File: src/rtl/tff_ctrl_pkg.sv
// Shared types and constants for the TFF bank sequencing controller.
package tff_ctrl_pkg;

  typedef enum logic [2:0] {
    ST_IDLE  = 3'd0,
    ST_CLR   = 3'd1,
    ST_WRITE = 3'd2,
    ST_READ  = 3'd3,
    ST_RESP  = 3'd4
  } state_e;

  localparam logic OP_WRITE = 1'b0;
  localparam logic OP_READ  = 1'b1;

endpackage

File: src/rtl/tff_carry_sync.sv
// Brings one asynchronous TFF carry into the clk domain: two-flop synchronizer
// plus a registered previous value so a rising edge can be flagged for one cycle.
module tff_carry_sync
  import tff_ctrl_pkg::*;
(
  input  logic clk,
  input  logic rst,
  input  logic i_carry,
  output logic o_level,
  output logic o_rise
);

  logic r_meta;
  logic r_sync;
  logic r_prev;

  // Synchronizer chain and edge-history register
  always_ff @(posedge clk or posedge rst) begin
    if (rst) begin
      r_meta <= 1'b0;
      r_sync <= 1'b0;
      r_prev <= 1'b0;
    end else begin
      r_meta <= i_carry;
      r_sync <= r_meta;
      r_prev <= r_sync;
    end
  end

  assign o_level = r_sync;
  assign o_rise  = r_sync & ~r_prev;

endmodule

File: src/rtl/tff_bank_ctrl.sv
// Round-robin command sequencer for a bank of temporal flip-flops: clears and
// writes a TFF for a programmed duration, or reads it back by timing its carry.
module tff_bank_ctrl
  import tff_ctrl_pkg::*;
#(
  parameter  int NUM_TFF = 4,
  parameter  int NREQ    = 2,
  parameter  int DUR_W   = 8,
  parameter  int CLR_CYC = 2,
  localparam int IDX_W   = $clog2(NUM_TFF),
  localparam int RID_W   = (NREQ > 2) ? $clog2(NREQ) : 1
) (
  input  logic                     clk,
  input  logic                     rst,
  input  logic [NREQ-1:0]          req_valid,
  output logic [NREQ-1:0]          req_ready,
  input  logic [NREQ-1:0]          req_op,
  input  logic [NREQ*IDX_W-1:0]    req_idx,
  input  logic [NREQ*DUR_W-1:0]    req_dur,
  output logic                     rsp_valid,
  output logic [RID_W-1:0]         rsp_id,
  output logic [DUR_W-1:0]         rsp_count,
  output logic                     rsp_timeout,
  output logic                     rsp_ovf,
  output logic                     busy,
  output logic [NUM_TFF-1:0]       tff_we,
  output logic [NUM_TFF-1:0]       tff_re,
  output logic [NUM_TFF-1:0]       tff_rstb,
  input  logic [NUM_TFF-1:0]       tff_carry
);

  localparam int CLR_W = $clog2(CLR_CYC + 1);
  localparam logic [DUR_W-1:0]   MAX_READ = {DUR_W{1'b1}};
  localparam logic [NUM_TFF-1:0] TFF_ONE  = {{(NUM_TFF-1){1'b0}}, 1'b1};

  state_e               r_state;
  logic [IDX_W-1:0]     r_idx;
  logic [DUR_W-1:0]     r_dur;
  logic [RID_W-1:0]     r_id;
  logic [RID_W-1:0]     r_ptr;
  logic [DUR_W-1:0]     r_cnt;
  logic [CLR_W-1:0]     r_clr_cnt;
  logic                 r_rsp_valid;
  logic [RID_W-1:0]     r_rsp_id;
  logic [DUR_W-1:0]     r_rsp_count;
  logic                 r_rsp_timeout;
  logic                 r_rsp_ovf;
  logic                 r_busy;
  logic [NUM_TFF-1:0]   r_tff_we;
  logic [NUM_TFF-1:0]   r_tff_re;
  logic [NUM_TFF-1:0]   r_tff_rstb;

  state_e               w_state_nxt;
  logic [IDX_W-1:0]     w_idx_nxt;
  logic [DUR_W-1:0]     w_dur_nxt;
  logic [RID_W-1:0]     w_id_nxt;
  logic [RID_W-1:0]     w_ptr_nxt;
  logic [DUR_W-1:0]     w_cnt_nxt;
  logic [CLR_W-1:0]     w_clr_cnt_nxt;
  logic                 w_rsp_valid_nxt;
  logic [RID_W-1:0]     w_rsp_id_nxt;
  logic [DUR_W-1:0]     w_rsp_count_nxt;
  logic                 w_rsp_timeout_nxt;
  logic                 w_rsp_ovf_nxt;
  logic [NUM_TFF-1:0]   w_onehot_nxt;
  logic [NUM_TFF-1:0]   w_we_nxt;
  logic [NUM_TFF-1:0]   w_re_nxt;
  logic [NUM_TFF-1:0]   w_rstb_nxt;

  logic                 w_found;
  logic                 w_accept;
  logic [RID_W-1:0]     w_grant_id;
  logic [NREQ-1:0]      w_grant_vec;
  logic                 w_sel_op;
  logic [IDX_W-1:0]     w_sel_idx;
  logic [DUR_W-1:0]     w_sel_dur;

  logic [NUM_TFF-1:0]   w_sync_level;
  logic [NUM_TFF-1:0]   w_sync_rise;
  logic                 w_level_sel;
  logic                 w_rise_sel;

  for (genvar g = 0; g < NUM_TFF; g++) begin : g_sync
    tff_carry_sync u_sync (
      .clk     (clk),
      .rst     (rst),
      .i_carry (tff_carry[g]),
      .o_level (w_sync_level[g]),
      .o_rise  (w_sync_rise[g])
    );
  end

  assign w_level_sel = w_sync_level[r_idx];
  assign w_rise_sel  = w_sync_rise[r_idx];

  // Round-robin pick: first pass from the pointer upward, second pass wraps to 0
  always_comb begin
    w_found     = 1'b0;
    w_grant_id  = '0;
    w_grant_vec = '0;
    w_sel_op    = OP_WRITE;
    w_sel_idx   = '0;
    w_sel_dur   = '0;
    for (int p = 0; p < 2; p++) begin
      for (int j = 0; j < NREQ; j++) begin
        if (!w_found && req_valid[j] && ((p == 1) || (j >= int'(r_ptr)))) begin
          w_found        = 1'b1;
          w_grant_id     = RID_W'(j);
          w_grant_vec[j] = 1'b1;
          w_sel_op       = req_op[j];
          w_sel_idx      = req_idx[j*IDX_W +: IDX_W];
          w_sel_dur      = req_dur[j*DUR_W +: DUR_W];
        end else begin
          w_found = w_found;
        end
      end
    end
  end

  assign w_accept  = w_found && (r_state == ST_IDLE) && !rst;
  assign req_ready = w_accept ? w_grant_vec : '0;

  // Next-state logic and next values of every registered output
  always_comb begin
    w_state_nxt       = r_state;
    w_idx_nxt         = r_idx;
    w_dur_nxt         = r_dur;
    w_id_nxt          = r_id;
    w_ptr_nxt         = r_ptr;
    w_cnt_nxt         = r_cnt;
    w_clr_cnt_nxt     = r_clr_cnt;
    w_rsp_id_nxt      = r_rsp_id;
    w_rsp_count_nxt   = r_rsp_count;
    w_rsp_timeout_nxt = r_rsp_timeout;
    w_rsp_ovf_nxt     = r_rsp_ovf;

    case (r_state)
      ST_IDLE: begin
        if (w_accept) begin
          w_idx_nxt = w_sel_idx;
          w_dur_nxt = w_sel_dur;
          w_id_nxt  = w_grant_id;
          w_ptr_nxt = (w_grant_id == RID_W'(NREQ - 1)) ? '0 : w_grant_id + 1'b1;
          w_clr_cnt_nxt = '0;
          if (w_sel_op == OP_READ) begin
            // Counter holds cycles elapsed since accept, so it starts at 1
            w_cnt_nxt   = DUR_W'(1);
            w_state_nxt = ST_READ;
          end else begin
            w_cnt_nxt   = '0;
            w_state_nxt = ST_CLR;
          end
        end else begin
          w_state_nxt = ST_IDLE;
        end
      end
      ST_CLR: begin
        if (r_clr_cnt == CLR_W'(CLR_CYC - 1)) begin
          if (r_dur == '0) begin
            w_state_nxt       = ST_RESP;
            w_rsp_count_nxt   = '0;
            w_rsp_timeout_nxt = 1'b0;
            w_rsp_ovf_nxt     = 1'b0;
          end else begin
            w_state_nxt = ST_WRITE;
          end
        end else begin
          w_clr_cnt_nxt = r_clr_cnt + 1'b1;
        end
      end
      ST_WRITE: begin
        if (r_cnt == r_dur - 1'b1) begin
          w_state_nxt       = ST_RESP;
          w_rsp_count_nxt   = r_dur;
          w_rsp_timeout_nxt = 1'b0;
          w_rsp_ovf_nxt     = 1'b0;
        end else begin
          w_cnt_nxt = r_cnt + 1'b1;
        end
      end
      ST_READ: begin
        if (w_rise_sel) begin
          w_state_nxt       = ST_RESP;
          w_rsp_count_nxt   = r_cnt;
          w_rsp_timeout_nxt = 1'b0;
          w_rsp_ovf_nxt     = 1'b0;
        end else if (r_cnt == MAX_READ) begin
          w_state_nxt       = ST_RESP;
          w_rsp_count_nxt   = MAX_READ;
          w_rsp_timeout_nxt = 1'b1;
          w_rsp_ovf_nxt     = 1'b0;
        end else if ((r_cnt == DUR_W'(1)) && w_level_sel) begin
          w_state_nxt       = ST_RESP;
          w_rsp_count_nxt   = '0;
          w_rsp_timeout_nxt = 1'b0;
          w_rsp_ovf_nxt     = 1'b1;
        end else begin
          w_cnt_nxt = r_cnt + 1'b1;
        end
      end
      ST_RESP: begin
        w_state_nxt = ST_IDLE;
      end
      default: begin
        w_state_nxt = ST_IDLE;
      end
    endcase

    w_rsp_valid_nxt = (w_state_nxt == ST_RESP);
    if (w_state_nxt == ST_RESP) begin
      w_rsp_id_nxt = r_id;
    end else begin
      w_rsp_id_nxt = w_rsp_id_nxt;
    end

    w_onehot_nxt = TFF_ONE << w_idx_nxt;
    if (w_state_nxt == ST_WRITE) begin
      w_we_nxt = w_onehot_nxt;
    end else begin
      w_we_nxt = '0;
    end
    if (w_state_nxt == ST_READ) begin
      w_re_nxt = w_onehot_nxt;
    end else begin
      w_re_nxt = '0;
    end
    if (w_state_nxt == ST_CLR) begin
      w_rstb_nxt = ~w_onehot_nxt;
    end else begin
      w_rstb_nxt = '1;
    end
  end

  // State, latched command and registered outputs; reset holds the bank cleared
  always_ff @(posedge clk or posedge rst) begin
    if (rst) begin
      r_state       <= ST_IDLE;
      r_idx         <= '0;
      r_dur         <= '0;
      r_id          <= '0;
      r_ptr         <= '0;
      r_cnt         <= '0;
      r_clr_cnt     <= '0;
      r_rsp_valid   <= 1'b0;
      r_rsp_id      <= '0;
      r_rsp_count   <= '0;
      r_rsp_timeout <= 1'b0;
      r_rsp_ovf     <= 1'b0;
      r_busy        <= 1'b0;
      r_tff_we      <= '0;
      r_tff_re      <= '0;
      r_tff_rstb    <= '0;
    end else begin
      r_state       <= w_state_nxt;
      r_idx         <= w_idx_nxt;
      r_dur         <= w_dur_nxt;
      r_id          <= w_id_nxt;
      r_ptr         <= w_ptr_nxt;
      r_cnt         <= w_cnt_nxt;
      r_clr_cnt     <= w_clr_cnt_nxt;
      r_rsp_valid   <= w_rsp_valid_nxt;
      r_rsp_id      <= w_rsp_id_nxt;
      r_rsp_count   <= w_rsp_count_nxt;
      r_rsp_timeout <= w_rsp_timeout_nxt;
      r_rsp_ovf     <= w_rsp_ovf_nxt;
      r_busy        <= (w_state_nxt != ST_IDLE);
      r_tff_we      <= w_we_nxt;
      r_tff_re      <= w_re_nxt;
      r_tff_rstb    <= w_rstb_nxt;
    end
  end

  assign rsp_valid   = r_rsp_valid;
  assign rsp_id      = r_rsp_id;
  assign rsp_count   = r_rsp_count;
  assign rsp_timeout = r_rsp_timeout;
  assign rsp_ovf     = r_rsp_ovf;
  assign busy        = r_busy;
  assign tff_we      = r_tff_we;
  assign tff_re      = r_tff_re;
  assign tff_rstb    = r_tff_rstb;

endmodule

File: config.mk
export PLATFORM = sky130hd
export DESIGN_NAME = tff_bank_ctrl
export DESIGN_NICKNAME = d
export VERILOG_FILES = /design/src/rtl/tff_ctrl_pkg.sv /design/src/rtl/tff_carry_sync.sv /design/src/rtl/tff_bank_ctrl.sv
export SDC_FILE = /design/constraint.sdc
export NUM_CORES = 1
export LEC_CHECK = 0
export CORE_UTILIZATION = 50
export DETAILED_ROUTE_END_ITERATION = 6
export PLACE_DENSITY = 0.8
export SLEW_MARGIN = 20
export SYNTH_ARGS = -nofsm -noshare
export SYNTH_HDL_FRONTEND = slang
export SYNTH_HIERARCHICAL = 1
export SYNTH_SLANG_ARGS = --single-unit
export TNS_END_PERCENT = 10
File: constraint.sdc
create_clock -name clk -period 3.8 [get_ports clk]
set_input_delay 1.14 -clock clk [delete_from_list [all_inputs] [get_ports clk]]
set_output_delay 1.14 -clock clk [all_outputs]
set_load 0.01 [all_outputs]
* Word level (Yosys, flattened, before mapping)
Index checks and enable logic that the tools add are counted.
** Storage, ports and cells
- Flip-flop bits (word level) :: 62
- Bits in latches :: 0
- Bits in writable memories :: 0
- Memory bits (read-only) :: 0
- Input bits :: 30
- Output and inout bits :: 27
- Word-level logic and storage cells :: 155
- Memories kept :: 0
** Cells by class
- Add/subtract/negate cells :: 4
- Multiply operators :: 0
- Divide/modulo/power cells :: 0
- Order comparisons :: 2
- Eq/ne operators :: 21
- Shift-type cells :: 1
- Mux-type cells :: 69
- Bitwise logic cells :: 9
- Reductions and logical operators :: 21
** Operators by type and width (count)
- $mux 8 :: 15
- $pmux 8 s3 :: 2
- $mux 1 :: 26
- $mux 3 :: 7
- $mux 2 :: 10
- $ne 2x2->1 const B :: 9
- $eq 3x2->1 const B :: 4
- $mux 4 :: 3
- $pmux 3 s4 :: 1
- $reduce_bool 3->1 :: 3
- $add 8x1->8 const B :: 1
- $eq 8x1->1 const B :: 1
- $eq 8x8->1 :: 1
- $eq 8x8->1 const B :: 1
- $logic_not 8->1 :: 1
- $sub 8x1->8 const B :: 1
- $logic_and 1x1->1 :: 7
- $eq 3x1->1 const B :: 2
- $pmux 1 s3 :: 2
- $reduce_and 6->1 :: 1
- $reduce_and 5->1 :: 1
- $and 1x1->1 :: 4
- $bmux 1 s2 :: 2
- $logic_not 1->1 :: 4
- 15 further kinds :: 18

* Longest topological paths before layout
- Word-level depth :: 19
- Mapped depth :: 10
- Mapped depth without buffers :: 8

* Cells and area by module
Netlist, hierarchy kept.
** Modules (own cells, without submodules)
- tff_bank_ctrl :: instances 1, cells an instance 278, area each 2783.9 um2, seq. area each 1251.2 um2
- tff_carry_sync :: instances 4, cells an instance 5, area each 92.6 um2, seq. area each 75.1 um2

* Least setup slack after synthesis
Ideal clock, no wire load.
- Path type :: input to output
- From :: in rst
- To :: out req_ready[0]
- Data arrival time :: 2.657 ns
- Required time :: 2.660 ns
- Setup slack :: 0.003 ns
- Cell stages on the path :: 5
- Path buffers :: 2
- Cells stage by stage :: or4_1 > or2_2 > clkbuf_1 > clkbuf_1 > a21oi_1
** On the way
- Cells in the longest elaborated chain, start to end :: 3
** Ends and longest elaborated chain
- start: declaration :: RTL line tff_bank_ctrl.sv:14 : input logic rst,
- $logic_not 1->1 (no source line)
- $logic_and 1x1->1 :: RTL line tff_bank_ctrl.sv:120 : assign w_accept = w_found && (r_state == ST_IDLE) && !rst;
- $mux 2 :: RTL line tff_bank_ctrl.sv:121 : assign req_ready = w_accept ? w_grant_vec : '0;
- end: declaration :: RTL line tff_bank_ctrl.sv:16 : output logic [NREQ-1:0] req_ready,
Every way passes these cells.

* Final worst setup path
- From :: in rst
- To :: out req_ready[1]
Same word-level chain as after synthesis.

==> flow_summary.rst <==
.. list-table::
   :header-rows: 1

   * - Metric
     - Value
   * - Yosys warns
     - 6
   * - Global-route wire length before repair
     - around 11000 um
   * - Drt via density
     - around 5.4
   * - RSZ-0062 raised after global routing
     - false
   * - Post-layout instance count excluding filler cells
     - ~440
   * - First drt pass iteration count
     - 4
   * - Total routing resource utilization after global routing
     - roughly 22%
   * - IO Count
     - 57
   * - Count of standard-cell rows
     - 28
   * - Clock tree from TritonCTS
     - built
   * - Post-Syn Nets
     - ~330
   * - Number of antenna-violating nets in the routed design
     - 0
   * - Number of distinct library cells after synthesis
     - 60
   * - Start of the worst register-to-register path
     - r_dur[0]$_DFFE_PP0P_
   * - Portion of the clock cycle consumed by the worst path in the final layout
     - 97.20%
   * - Starting utilization of the core area
     - 52.65%
   * - Root buffer cell
     - sky130_fd_sc_hd__clkbuf_8
   * - Final GP Congestion
     - 0.9076
   * - Final-stage net count
     - between 300 and 400
   * - Share of layout cells above drive strength 1
     - roughly 17%
   * - Final worst hold slack
     - between 300 and 400 ps
   * - CP required
     - between 2000 and 3000 ps
   * - Total power density per cell area
     - between 700 and 800 nW/um^2
   * - Number of synthesized flops with an enable pin
     - 0
   * - Die area
     - ~6600 sq um
   * - Number of maximum-capacitance constraint violations
     - 0
   * - Layout filler cell count
     - between 400 and 500
   * - Worst IR drop on VDD
     - 0.5307 mV
   * - Area contributors post-synth
     - sky130_fd_sc_hd__dfrtp_1 (49%), sky130_fd_sc_hd__nand2_1 (4.9%), sky130_fd_sc_hd__mux2i_1 (3.8%)
   * - Commonest cells after routing, fill and taps aside
     - sky130_fd_sc_hd__dfrtp_1 (62), sky130_fd_sc_hd__clkdlybuf4s50_1 (53), sky130_fd_sc_hd__nand2_1 (41)
   * - Worst Path Class, Setup
     - in2out
   * - Proportion of register bits with asynchronous set or reset after synthesis
     - 100.0%
   * - Element type at the critical path start
     - primary input
   * - Final setup vio count
     - 0
   * - Fin Clk Skew
     - ~7.5 ps
   * - Fmax
     - between 0.2 and 0.3 GHz
   * - Count of inserted antenna diode cells
     - 0
   * - Signed area change from the synthesized netlist to the final layout
     - 26.18%
   * - Path class of the lowest-slack min-delay path
     - reg2reg
   * - Detail-routed net length per standard cell
     - 15.11 um
   * - Antenna violations before repair
     - 0
   * - Sequential element share of the synthesized area
     - 49.19%
   * - Core Region
     - ~6000 sq um
   * - Hold Crit Start
     - g_sync[2].u_sync/r_meta$_DFF_PP0_
   * - PortBufs
     - between 50 and 60
   * - Initial DRC count
     - 143
   * - Final worst setup slack
     - roughly 110 ps
   * - Clock period minus worst slack
     - 3694 ps
   * - Sum of routed wire length over all layers
     - about 6600 um
   * - DRC violations left
     - 0
   * - Place WS
     - -678.8 ps
   * - Max H-tree Level
     - 3
   * - Run status
     - completed
   * - Clock Path Buffers
     - 2
   * - Die Width
     - 81.43 um
   * - Kind of end point of the critical path
     - primary output
   * - Dominant register cell in the synthesized netlist
     - sky130_fd_sc_hd__dfrtp_1
   * - Slew Limit Fails
     - 0
   * - Remaining global-route overflow
     - 0
   * - Worst Max-Slew Pin Slew
     - around 570 ps
   * - Number of instances in the placed design
     - roughly 420
   * - Headroom to the max-slew limit
     - between 60% and 70%
   * - Critical path data arrival time
     - approximately 2600 ps
   * - Vias
     - around 2.4k
   * - Most common cell after layout, fill and taps aside
     - sky130_fd_sc_hd__dfrtp_1
   * - LEAKAGE
     - around 1.8 nW
   * - Seq cells post-synth
     - 62
   * - Vias in the first global route
     - about 2.3k
   * - Total negative slack
     - 0 ps
   * - Largest net degree at the start of global routing
     - 30
   * - Number of sinks on the clock net
     - 62
   * - Dominant cell type by area after synthesis
     - sky130_fd_sc_hd__dfrtp_1
   * - Synthesized instance count
     - between 200 and 300
   * - Placed wire-length estimate
     - roughly 4800 um
   * - Beginning of the critical path
     - rst
   * - CTS clk-pin slew, worst paths
     - ~60 ps
   * - Crit-path max FO
     - 6
   * - Height of the die
     - between 80 and 90 um
   * - Count of endpoints failing hold in the final timing report
     - 0
   * - Avg Inst Size Synth
     - approximately 11 sq um
   * - Post-cts hold buffer count
     - 0
   * - Skew-Pair Late Insertion Delay
     - about 350 ps
   * - Share of the synthesized area in the top cell type
     - around half
   * - Post-Syn Area
     - around 3200 sq um
   * - Total clock buffers created by CTS
     - 9
metrics by stage:
stage          instance area (sq um)  total power [mW]  util [%]
2_1_floorplan                   3154             1.891         -
3_3_place_gp                    3782             2.251     63.14
3_5_place_dp                    3782             2.293     63.14
4_1_cts                         3973             2.845     66.31
5_1_grt                         3980             3.028     66.44
6_report                        3980             2.829     66.44
cells by family (layout without fill, tap and decap cells):
kind of cell    after synthesis  count (layout)  share of synthesized area [%]
simple gates                123             123                          21.46
flops                        62              62                          49.19
compound gates               39              39                          9.441
buf+inv                      35             100                          5.593
mux                          23              23                          9.282
xor+xnor                     11              11                          3.054
fa+ha+maj                     5               5                          1.983
final cells by class:
cell class | instances | area [sq um] | area share (%)
clock buffers | 13 | 168.9 | 4.244
clock inverters | 3 | 17.52 | 0.4401
inverters | 16 | 60.06 | 1.509
multi-input cells | 201 | 1440 | 36.18
flip-flops and latches | 62 | 1551 | 38.98
well taps | 75 | 93.84 | 2.358
repair buffers | 68 | 648.1 | 16.28
routing by layer:
layer | up-vias | wire length, um | global-route usage (%)
met2 | 59 | 3302 | 35.00
met5 | - | 0 | 0
met4 | 0 | 108 | 10.36
met1 | 1135 | 2839 | 26.63
li1 | 1153 | - | -
met3 | 10 | 368 | 7.667
path summary, 6_finish.rpt:
| check | end | slack, ps | depth (start not counted) |
|---|---|---|---|
| min in group asynchronous | g_sync[2].u_sync/r_prev$_DFF_PP0_ | 810 | 2 |
| max reg2reg | rsp_count[6]$_DFFE_PP0P_ | 1020 | 9 |
| min reg2reg | g_sync[2].u_sync/o_level$_DFF_PP0_ | 350 | 0 |
| min | g_sync[2].u_sync/o_level$_DFF_PP0_ | 350 | 0 |
| max | req_ready[1] | 110 | 5 |
| max in group asynchronous | rsp_count[6]$_DFFE_PP0P_ | 2330 | 3 |
state kept, by name, indices dropped and copies added (netlist names), 2 cells and up:
name                   cells
g_sync.u_sync/r_prev       4
tff_we                     4
g_sync.u_sync/o_level      4
r_cnt                      8
r_dur                      8
r_idx                      2
g_sync.u_sync/r_meta       4
r_clr_cnt                  2
rsp_count                  8
r_state                    3
tff_re                     4
tff_rstb                   4
power by group:
group	switching (mW)	leakage [nW]	internal, mW	total [mW]
Combinational	0.613	0.927	0.620	1.23
Clock	0.252	0.0954	0.288	0.539
Sequential	0.199	0.781	0.857	1.06
Total	1.06	1.80	1.76	2.83
timing repair:
action                     in CTS  in global routing
setup endpoints to repair       2                  1
pin swaps                       0                  0
gates resized for setup        12                  2
hold endpoints to repair        0                  0
setup buffers                   0                  0
cells in the mapped netlist, drive strengths merged, types with 3 or more instances:
cell type and count:
a32o 3, nand3b 3, xor2 5, nor3 8, nor4 7, inv 16
and3 4, mux2 9, o21ai 14, ha 5, nand3 17, nor2 18
dfrtp 62, a21oi 3, nand2 41, mux2i 12, clkbuf 9, or4 4
nor2b 4, nand2b 6, o31ai 3, buf 10, xnor2 6
critical path, stage by stage:
cell,delay (ps)
sky130_fd_sc_hd__clkdlybuf4s15_2,230
sky130_fd_sc_hd__or4_4,560
sky130_fd_sc_hd__or2_4,290
sky130_fd_sc_hd__nor2_4,110
sky130_fd_sc_hd__clkdlybuf4s15_2,220
(Power assumes the default switching activity.)
